$ cat src/rtl/text_pkg.sv
// Shared constants and types for the 80x30 text RAM controller and its cursor.
package text_pkg;

  localparam int COLS   = 80;
  localparam int ROWS   = 30;
  localparam int CELLS  = COLS * ROWS;
  localparam int ADDR_W = 12;

  localparam logic [7:0] BLANK_CHAR = 8'h20;
  localparam logic [7:0] CHAR_CR    = 8'h0D;
  localparam logic [7:0] CHAR_LF    = 8'h0A;

  // Slot cycle to disp_char: address register, RAM read, output register.
  localparam int FETCH_LAT = 3;

  typedef enum logic {
    CLR_IDLE  = 1'b0,
    CLR_CLEAR = 1'b1
  } clr_state_e;

  typedef enum logic [2:0] {
    CUR_NONE = 3'd0,
    CUR_ADV  = 3'd1,
    CUR_CR   = 3'd2,
    CUR_LF   = 3'd3,
    CUR_HOME = 3'd4
  } cur_op_e;

endpackage

$ cat src/rtl/text_cursor.sv
// Text cursor: column/row plus a linear cell address kept in step with them,
// so the write path never needs a row*COLS multiply.
module text_cursor
  import text_pkg::*;
#(
  parameter int COLS   = text_pkg::COLS,
  parameter int ROWS   = text_pkg::ROWS,
  parameter int ADDR_W = text_pkg::ADDR_W
) (
  input  logic              clk,
  input  logic              rst,
  input  cur_op_e           op,
  output logic [6:0]        col,
  output logic [4:0]        row,
  output logic [ADDR_W-1:0] addr
);

  localparam logic [6:0] LAST_COL = 7'(COLS - 1);
  localparam logic [4:0] LAST_ROW = 5'(ROWS - 1);

  always_ff @(posedge clk) begin
    if (rst) begin
      col  <= '0;
      row  <= '0;
      addr <= '0;
    end else begin
      case (op)
        CUR_ADV: begin
          if (col == LAST_COL) begin
            col <= '0;
            if (row == LAST_ROW) begin
              row  <= '0;
              addr <= '0;
            end else begin
              row  <= row + 5'd1;
              addr <= addr + ADDR_W'(1);
            end
          end else begin
            col  <= col + 7'd1;
            addr <= addr + ADDR_W'(1);
          end
        end
        CUR_CR: begin
          col  <= '0;
          addr <= addr - ADDR_W'(col);
        end
        CUR_LF: begin
          // Wrapping to row 0 leaves the address equal to the column.
          if (row == LAST_ROW) begin
            row  <= '0;
            addr <= ADDR_W'(col);
          end else begin
            row  <= row + 5'd1;
            addr <= addr + ADDR_W'(COLS);
          end
        end
        CUR_HOME: begin
          col  <= '0;
          row  <= '0;
          addr <= '0;
        end
        default: ;
      endcase
    end
  end

endmodule

$ cat src/rtl/text_ram_ctrl.sv
// Sole master of the character RAM: arbitrates raster fetch, screen clear and
// character writes each clock, and owns the text cursor.
module text_ram_ctrl
  import text_pkg::*;
#(
  parameter int         COLS       = text_pkg::COLS,
  parameter int         ROWS       = text_pkg::ROWS,
  parameter logic [7:0] BLANK_CHAR = text_pkg::BLANK_CHAR,
  parameter int         ADDR_W     = text_pkg::ADDR_W
) (
  input  logic              clk,
  input  logic              rst,
  input  logic [9:0]        CounterX,
  input  logic [9:0]        CounterY,
  input  logic              wr_valid,
  input  logic [7:0]        wr_char,
  output logic              wr_ready,
  input  logic              clr_req,
  output logic              clr_busy,
  output logic [6:0]        cur_col,
  output logic [4:0]        cur_row,
  output logic [ADDR_W-1:0] ram_addr,
  output logic              ram_we,
  output logic [7:0]        ram_wdata,
  input  logic [7:0]        ram_rdata,
  output logic [7:0]        disp_char,
  output logic              disp_char_valid,
  output clr_state_e        dbg_clr_state
);

  localparam logic [ADDR_W-1:0] LAST_CELL = ADDR_W'(COLS * ROWS - 1);

  clr_state_e              state_q, state_d;
  logic [ADDR_W-1:0]       clr_cnt_q, clr_cnt_d;
  logic [ADDR_W-1:0]       addr_d;
  logic                    we_d;
  logic [7:0]              wdata_d;
  cur_op_e                 cur_op;
  logic [ADDR_W-1:0]       cur_addr;
  logic [FETCH_LAT-2:0]    fetch_pipe;

  logic                    fetch_slot;
  logic [ADDR_W-1:0]       fetch_row;
  logic [ADDR_W-1:0]       fetch_addr;
  logic                    wr_fire;

  assign fetch_slot = (CounterX[2:0] == 3'd0) && (CounterX < 10'd640) && (CounterY < 10'd480);
  assign fetch_row  = ADDR_W'(CounterY[8:4]);
  assign fetch_addr = (fetch_row << 6) + (fetch_row << 4) + ADDR_W'(CounterX[9:3]);

  // Write handshake: a character transfers on a rising clk edge where both
  // wr_valid and wr_ready are high. wr_ready is combinational from reset,
  // clear state and the raster counters; the source must hold wr_valid and
  // wr_char stable until the transfer happens.
  assign wr_ready = !rst && !clr_busy && !fetch_slot;
  assign wr_fire  = wr_valid && wr_ready;

  assign clr_busy      = (state_q == CLR_CLEAR);
  assign dbg_clr_state = state_q;

  text_cursor #(
    .COLS   (COLS),
    .ROWS   (ROWS),
    .ADDR_W (ADDR_W)
  ) u_cursor (
    .clk  (clk),
    .rst  (rst),
    .op   (cur_op),
    .col  (cur_col),
    .row  (cur_row),
    .addr (cur_addr)
  );

  always_comb begin
    state_d   = state_q;
    clr_cnt_d = clr_cnt_q;
    addr_d    = ram_addr;
    we_d      = 1'b0;
    wdata_d   = ram_wdata;
    cur_op    = CUR_NONE;

    if (state_q == CLR_IDLE && clr_req) begin
      state_d   = CLR_CLEAR;
      clr_cnt_d = '0;
    end

    // Port priority: fetch > clear > write.
    if (fetch_slot) begin
      addr_d = fetch_addr;
    end else if (state_q == CLR_CLEAR) begin
      addr_d  = clr_cnt_q;
      we_d    = 1'b1;
      wdata_d = BLANK_CHAR;
      if (clr_cnt_q == LAST_CELL) begin
        state_d   = CLR_IDLE;
        clr_cnt_d = '0;
        cur_op    = CUR_HOME;
      end else begin
        clr_cnt_d = clr_cnt_q + ADDR_W'(1);
      end
    end else if (wr_fire) begin
      case (wr_char)
        CHAR_CR: cur_op = CUR_CR;
        CHAR_LF: cur_op = CUR_LF;
        default: begin
          addr_d  = cur_addr;
          we_d    = 1'b1;
          wdata_d = wr_char;
          cur_op  = CUR_ADV;
        end
      endcase
    end
  end

  always_ff @(posedge clk) begin
    if (rst) begin
      state_q         <= CLR_IDLE;
      clr_cnt_q       <= '0;
      ram_addr        <= '0;
      ram_we          <= 1'b0;
      ram_wdata       <= '0;
      fetch_pipe      <= '0;
      disp_char       <= '0;
      disp_char_valid <= 1'b0;
    end else begin
      state_q         <= state_d;
      clr_cnt_q       <= clr_cnt_d;
      ram_addr        <= addr_d;
      ram_we          <= we_d;
      ram_wdata       <= wdata_d;
      fetch_pipe      <= {fetch_pipe[FETCH_LAT-3:0], fetch_slot};
      disp_char_valid <= fetch_pipe[FETCH_LAT-2];
      if (fetch_pipe[FETCH_LAT-2]) begin
        disp_char <= ram_rdata;
      end
    end
  end

endmodule

$ cat config.mk
export PLATFORM = sky130hd
export DESIGN_NAME = text_ram_ctrl
export DESIGN_NICKNAME = d
export VERILOG_FILES = /design/src/rtl/text_pkg.sv /design/src/rtl/text_cursor.sv /design/src/rtl/text_ram_ctrl.sv
export SDC_FILE = /design/constraint.sdc
export NUM_CORES = 1
export LEC_CHECK = 0
export ABC_AREA = 1
export CAP_MARGIN = 20
export CORE_ASPECT_RATIO = 1.2
export CORE_UTILIZATION = 50
export DETAILED_ROUTE_END_ITERATION = 12
export HOLD_SLACK_MARGIN = 0.02
export PLACE_DENSITY_LB_ADDON = 0.3
export REMOVE_ABC_BUFFERS = 1
export SYNTH_ARGS = -nofsm -noshare
export SYNTH_HDL_FRONTEND = slang
export SYNTH_SLANG_ARGS = --single-unit
$ cat constraint.sdc
create_clock -name clk -period 2.4 [get_ports clk]
set_input_delay 0.48 -clock clk [delete_from_list [all_inputs] [get_ports clk]]
set_output_delay 0.48 -clock clk [all_outputs]
set_load 0.005 [all_outputs]
Word-level counts from Yosys, hierarchy flattened. Cells that the tools add are included.

Reduce and logical (&&, ||, !) cells: 21. Muxes and demuxes: 32. $add $sub $neg: 8. Bitwise gates (word level): 2. Magnitude comparators: 2. Equality and inequality tests: 12.

Operators with widths (number): $mux W12 (11); $pmux W12 S4 (1); $add A12 B1 Y12 const B (2); $mux W8 (3); $eq A8 B4 Y1 const B (2); $pmux W5 S3 (1); $pmux W7 S2 (1); $add A11 B9 Y12 (1); $add A12 B7 Y12 (1); $add A12 B7 Y12 const B (1); $eq A12 B12 Y1 const B (1); $sub A12 B7 Y12 (1); $lt A10 B10 Y1 const B (1); $lt A10 B9 Y1 const B (1); $mux W5 (2); $mux W3 (3); $add A7 B1 Y7 const B (1); $eq A7 B7 Y1 const B (1); $mux W1 (7); $mux W7 (1); $eq A3 B2 Y1 const B (2); $logic_and A1 B1 Y1 (6); $reduce_bool A3 Y1 (2); $reduce_or A2 Y1 (3); other kinds (15) (21).

Word-level logic and storage cells: 88. Register bits: 69. Bits of input ports: 40. Output and inout port bits: 45.

Depth between registers and ports, before layout. Gate-level depths: netlist of run 1.

Depth after elaboration: 12. Depth in mapped cells: 14. Depth with buffers taken out: 14.

Cells and area by module. Synthesis of run 1 repeated with hierarchy kept, for this count alone.

Cell total of the unflattened synthesis: 779. Area total of the unflattened synthesis: 4906.0 µm².

By module, submodules not included: text_ram_ctrl (cells each 419, times used 1, area an instance 2773.9 µm², sequential area each 900.9 µm²); text_cursor (cells each 360, times used 1, area an instance 2132.0 µm², sequential area each 480.5 µm²).

Worst setup path after synthesis of run 1. OpenSTA, ideal clock, no wires.

Path type: input to register. Start: input CounterX[9]. End: register ram_addr[11]. Required time: 2.284 ns. Stages: 10. Setup time: 0.116 ns. Path slack: 0.173 ns. Data arrival time: 2.112 ns. Path buffers: 0. Cells stage by stage: fa_1 fa_1 nand2_1 nand2_1 a21oi_1 nor2_1 o21ai_0 o211ai_1 nor2_1 nor2_1.

Word-level cells in the longest chain between the ends: 8. Elaborated cells between the ends (all ways): 11. Classes of those cells: add/sub (1); order compare (1); eq/ne (1); mux (1); reduce/logical (7).

RTL lines: start, declared (RTL line text_ram_ctrl.sv:13) `input logic [9:0] CounterX,`; $lt A10 B10 Y1 (RTL line text_ram_ctrl.sv:47) `assign fetch_slot = (CounterX[2:0] == 3'd0) && (CounterX < 10'd640) && (CounterY < 10'd480);`; $logic_and A1 B1 Y1 (2 in a row) (RTL line text_ram_ctrl.sv:47); $logic_not A1 Y1 (RTL line text_ram_ctrl.sv:55) `assign wr_ready = !rst && !clr_busy && !fetch_slot;`; $logic_and A1 B1 Y1 (RTL line text_ram_ctrl.sv:55); $logic_and A1 B1 Y1 (RTL line text_ram_ctrl.sv:56) `assign wr_fire = wr_valid && wr_ready;`; $reduce_bool A3 Y1 (no line); $reduce_and A2 Y1 (no line); end signal, assigned (RTL line text_ram_ctrl.sv:128) `ram_addr <= addr_d;`; end, declared (RTL line text_ram_ctrl.sv:22) `output logic [ADDR_W-1:0] ram_addr,`.

Several ways; a longest one is shown, not always the timed one. A chain may end at the register's enable or synchronous reset.

Worst setup path after layout of run 1.
Start: input CounterX[8]. End: register ram_addr[11].

Same word-level chain as after synthesis.

==> flow_metrics.tcl, run 1 <==
set metrics [dict create \
    hold_start "fetch_pipe[0]" \
    r2r_slack_ps 360 \
    core_um2 9180 \
    holdPathEnd "fetch_pipe[1]" \
    ctsHtreeMaxLevel 3 \
    path_class "input pin to flip-flop" \
    fin_util_pct 67.0 \
    cp-end-kind "flip-flop" \
    yosysWarningCount 0 \
    max_stage_delay_ps 420 \
    num_antenna_cells 0 \
    maxSlewHeadroom_pct 68.9 \
    cts_made_buffers 9 \
    final_common_cell "nand2_1" \
    tritoncts "done" \
    grt_antenna_before_repair 0 \
    critical_path_arrival_ps 2520 \
    timing.final.crit_share_pct 94.5 \
    tightest_slew_ps 462 \
    rsz0062_at_grt "false" \
    die_x_um 91.6 \
    run_status "completed" \
    synth_top_cell_by_area "dfxtp_1" \
    hold_violations 0 \
    insertion_delay_ps 360 \
    hp-class "flip-flop to flip-flop" \
    crit_chain "clkdlybuf4s50_1, ha_1, ha_4, fa_2, nand2_1, nand2_1, a21oi_2, nor2_1, o21ai_1, o211ai_1, nor2_1, nor2_1" \
    drc 0 \
    startpoint_type "input pin" \
    antenna_left 0 \
    crit_start "CounterX[8]" \
    initial_core_util_pct 52.5 \
    drt_pass1_iterations 5 \
    overflow 0 \
    io_buffers 80 \
    powerDensity_nw_per_um2 441 \
    whs_ps 416 \
    cts.path.max_buffers 2 \
    synthTopCellsByArea "dfxtp_1 29%, nand2_1 14%, nor2_1 6.8%" \
    placement.cell_area_um2 5940 \
    worstRegToRegCells 12 \
    die_h_um 109 \
    grt_pass1_vias 5067 \
    period_needed_ps 2270 \
    fin_skew_ps 7.53 \
    synthToLayoutAreaGrowth_pct 27.8 \
    ys_ff_latch 69 \
    critPathRequiredTime_ps 2650 \
    ioPinCount 85 \
    drt-total-wl_um 13700 \
    syn_inst 734 \
    via_count 5321 \
    cts.sink_count 69 \
    crit_fanout 2 \
    clk_pin_slew_worst_paths_ps 80 \
    postCtsSetupRepairBufs 0 \
    power_mw 2.71 \
    root_buffer "clkbuf_8" \
    setup_viol 0 \
    syn_area_per_cell_um2 6.56 \
    ir_drop_v 0.000287 \
    final_layout_size_suffix_gt1_share_pct 11.5 \
    synth_top_area_share_pct 28.7 \
    ys_types 54 \
    via_per_inst 5.51 \
    initialDrtViolationCount 415 \
    num_rows 38 \
    cpMostUsedCell "nor2_1" \
    cap_violations 0 \
    wl_per_cell_um 14.2 \
    yosysSeqAreaShare_pct 28.7 \
    mostFrequentLayoutCells "182 x nand2_1, 87 x nor2_1, 83 x inv_1" \
    gr-usage-all-layers_pct 28.6 \
    final_area_um2 6150 \
    dp_hpwl_um 10700 \
    whs_path_depth 2 \
    layout.nets 906 \
    die_area_um2 10000 \
    syn_area_um2 4810 \
    finalWeightedCongestion 0.939 \
    cp_slowest_cell "clkdlybuf4s50_1" \
    p_leak_nw 2.61 \
    grt_pass1_wl_um 22700 \
    fmax_mhz 441 \
    worstReg2RegStart "u_cursor.addr[0]" \
    slew_viol_final 0 \
    r2r-end "u_cursor.addr[8]" \
    grt_max_degree 38 \
]
routing by layer:
| layer | vias up | wire length, um | track usage (%) | part of all wire (%) |
|---|---|---|---|---|
| li1 | 2629 | - | - | - |
| met3 | 55 | 795 | 4.77 | 5.8 |
| met2 | 213 | 6640 | 51.1 | 48 |
| met4 | 0 | 606 | 17.3 | 4.4 |
| met5 | - | 0 | 0 | 0 |
| met1 | 2424 | 5670 | 32.0 | 41 |
cells by family after synthesis:
logic type / after synthesis / synth area share, %
AOI/OAI and AO/OA: 140 / 17.4
xor gates and xnor gates: 11 / 2.00
adders and majority gates: 25 / 6.97
buffers and inverters: 112 / 9.38
DFF: 69 / 28.7
and+or+nand+nor: 377 / 35.6
worst max-delay path by stage:
stage	to	slack [ps]
2_1_floorplan	ram_addr[11]	170
3_3_place_gp	ram_addr[11]	-380
3_5_place_dp	ram_addr[11]	-440
4_1_cts	ram_addr[11]	20
5_1_grt	ram_addr[11]	7
6_report	ram_addr[11]	130
layout make-up:
class	instances	area (um^2)
Tap cell	120	150
Clock inverter	5	60.1
Inverter	96	360
Clock buffer	10	128
Fill cell	772	3030
Sequential cell	69	1380
Multi-Input combinational cell	553	3000
Timing Repair Buffer	112	1070
worst max-delay path, delay by kind of cell:
family	cells	cell delay [ps]
and+or+nand+nor	5	350
AOI/OAI and AO/OA	3	390
adders and majority gates	3	870
buffers and inverters	1	420
sequential cells by signal, indices dropped and copies added, names as in the netlist:
register,cells
clr_cnt_q,12
ram_addr,12
u_cursor.addr,12
disp_char,8
ram_wdata,8
u_cursor.col,7
u_cursor.row,5
fetch_pipe,2
clr_busy,1
disp_char_valid,1
ram_we,1
synthesized netlist by cell type (all sizes together):
| cell type | n |
|---|---|
| or2 | 5 |
| nand2 | 192 |
| and3 | 1 |
| o21ai | 52 |
| o21a | 2 |
| buf | 8 |
| nor3 | 9 |
| o2111ai | 1 |
| nor3b | 1 |
| o31ai | 1 |
| o22ai | 6 |
| ha | 22 |
| clkinv | 3 |
| nand3b | 1 |
| nor2 | 97 |
| xor2 | 7 |
| o211ai | 11 |
| nor4 | 3 |
| a31o | 1 |
| a21oi | 52 |
| o21bai | 1 |
| fa | 3 |
| a22oi | 1 |
| xnor2 | 4 |
| nand4 | 13 |
| clkbuf | 8 |
| dfxtp | 69 |
| o221ai | 5 |
| a31oi | 6 |
| nand3 | 55 |
| a32oi | 1 |
| inv | 93 |
per-stage QoR:
step | setup slack [ps] | cells | TNS, ps
after floorplan | 172 | 718 | 0
after global placement | -384 | 950 | -2160
after detailed placement | -444 | 950 | -4220
after CTS | 23.1 | 965 | 0
after global routing | 6.75 | 965 | 0
final | 131 | 965 | 0
repair_timing:
| item | CTS | global route |
|---|---|---|
| hold buffers | 0 | 0 |
| gates resized for setup | 4 | 6 |
| endpoints found under the setup margin | 2 | 2 |
| pin swaps | 1 | 6 |
power by group:
group	internal, mW	leakage [nW]	switching (mW)	total (mW)
sequential	1.18	0.560	0.0303	1.21
clock	0.478	0.0927	0.476	0.954
combinational	0.256	1.96	0.296	0.552
(Power assumes the default switching activity.)
==> inputs of run 2 (changes only) <==
--- a/config.mk
+++ b/config.mk
@@ -10,7 +10,7 @@
 export CORE_ASPECT_RATIO = 1.2
 export CORE_UTILIZATION = 50
 export DETAILED_ROUTE_END_ITERATION = 12
-export HOLD_SLACK_MARGIN = 0.02
+export HOLD_SLACK_MARGIN = 0.06
 export PLACE_DENSITY_LB_ADDON = 0.3
 export REMOVE_ABC_BUFFERS = 1
 export SYNTH_ARGS = -nofsm -noshare
==> results of run 2 <==
No change in the layout: final DEF, timing and power equal those of run 1.
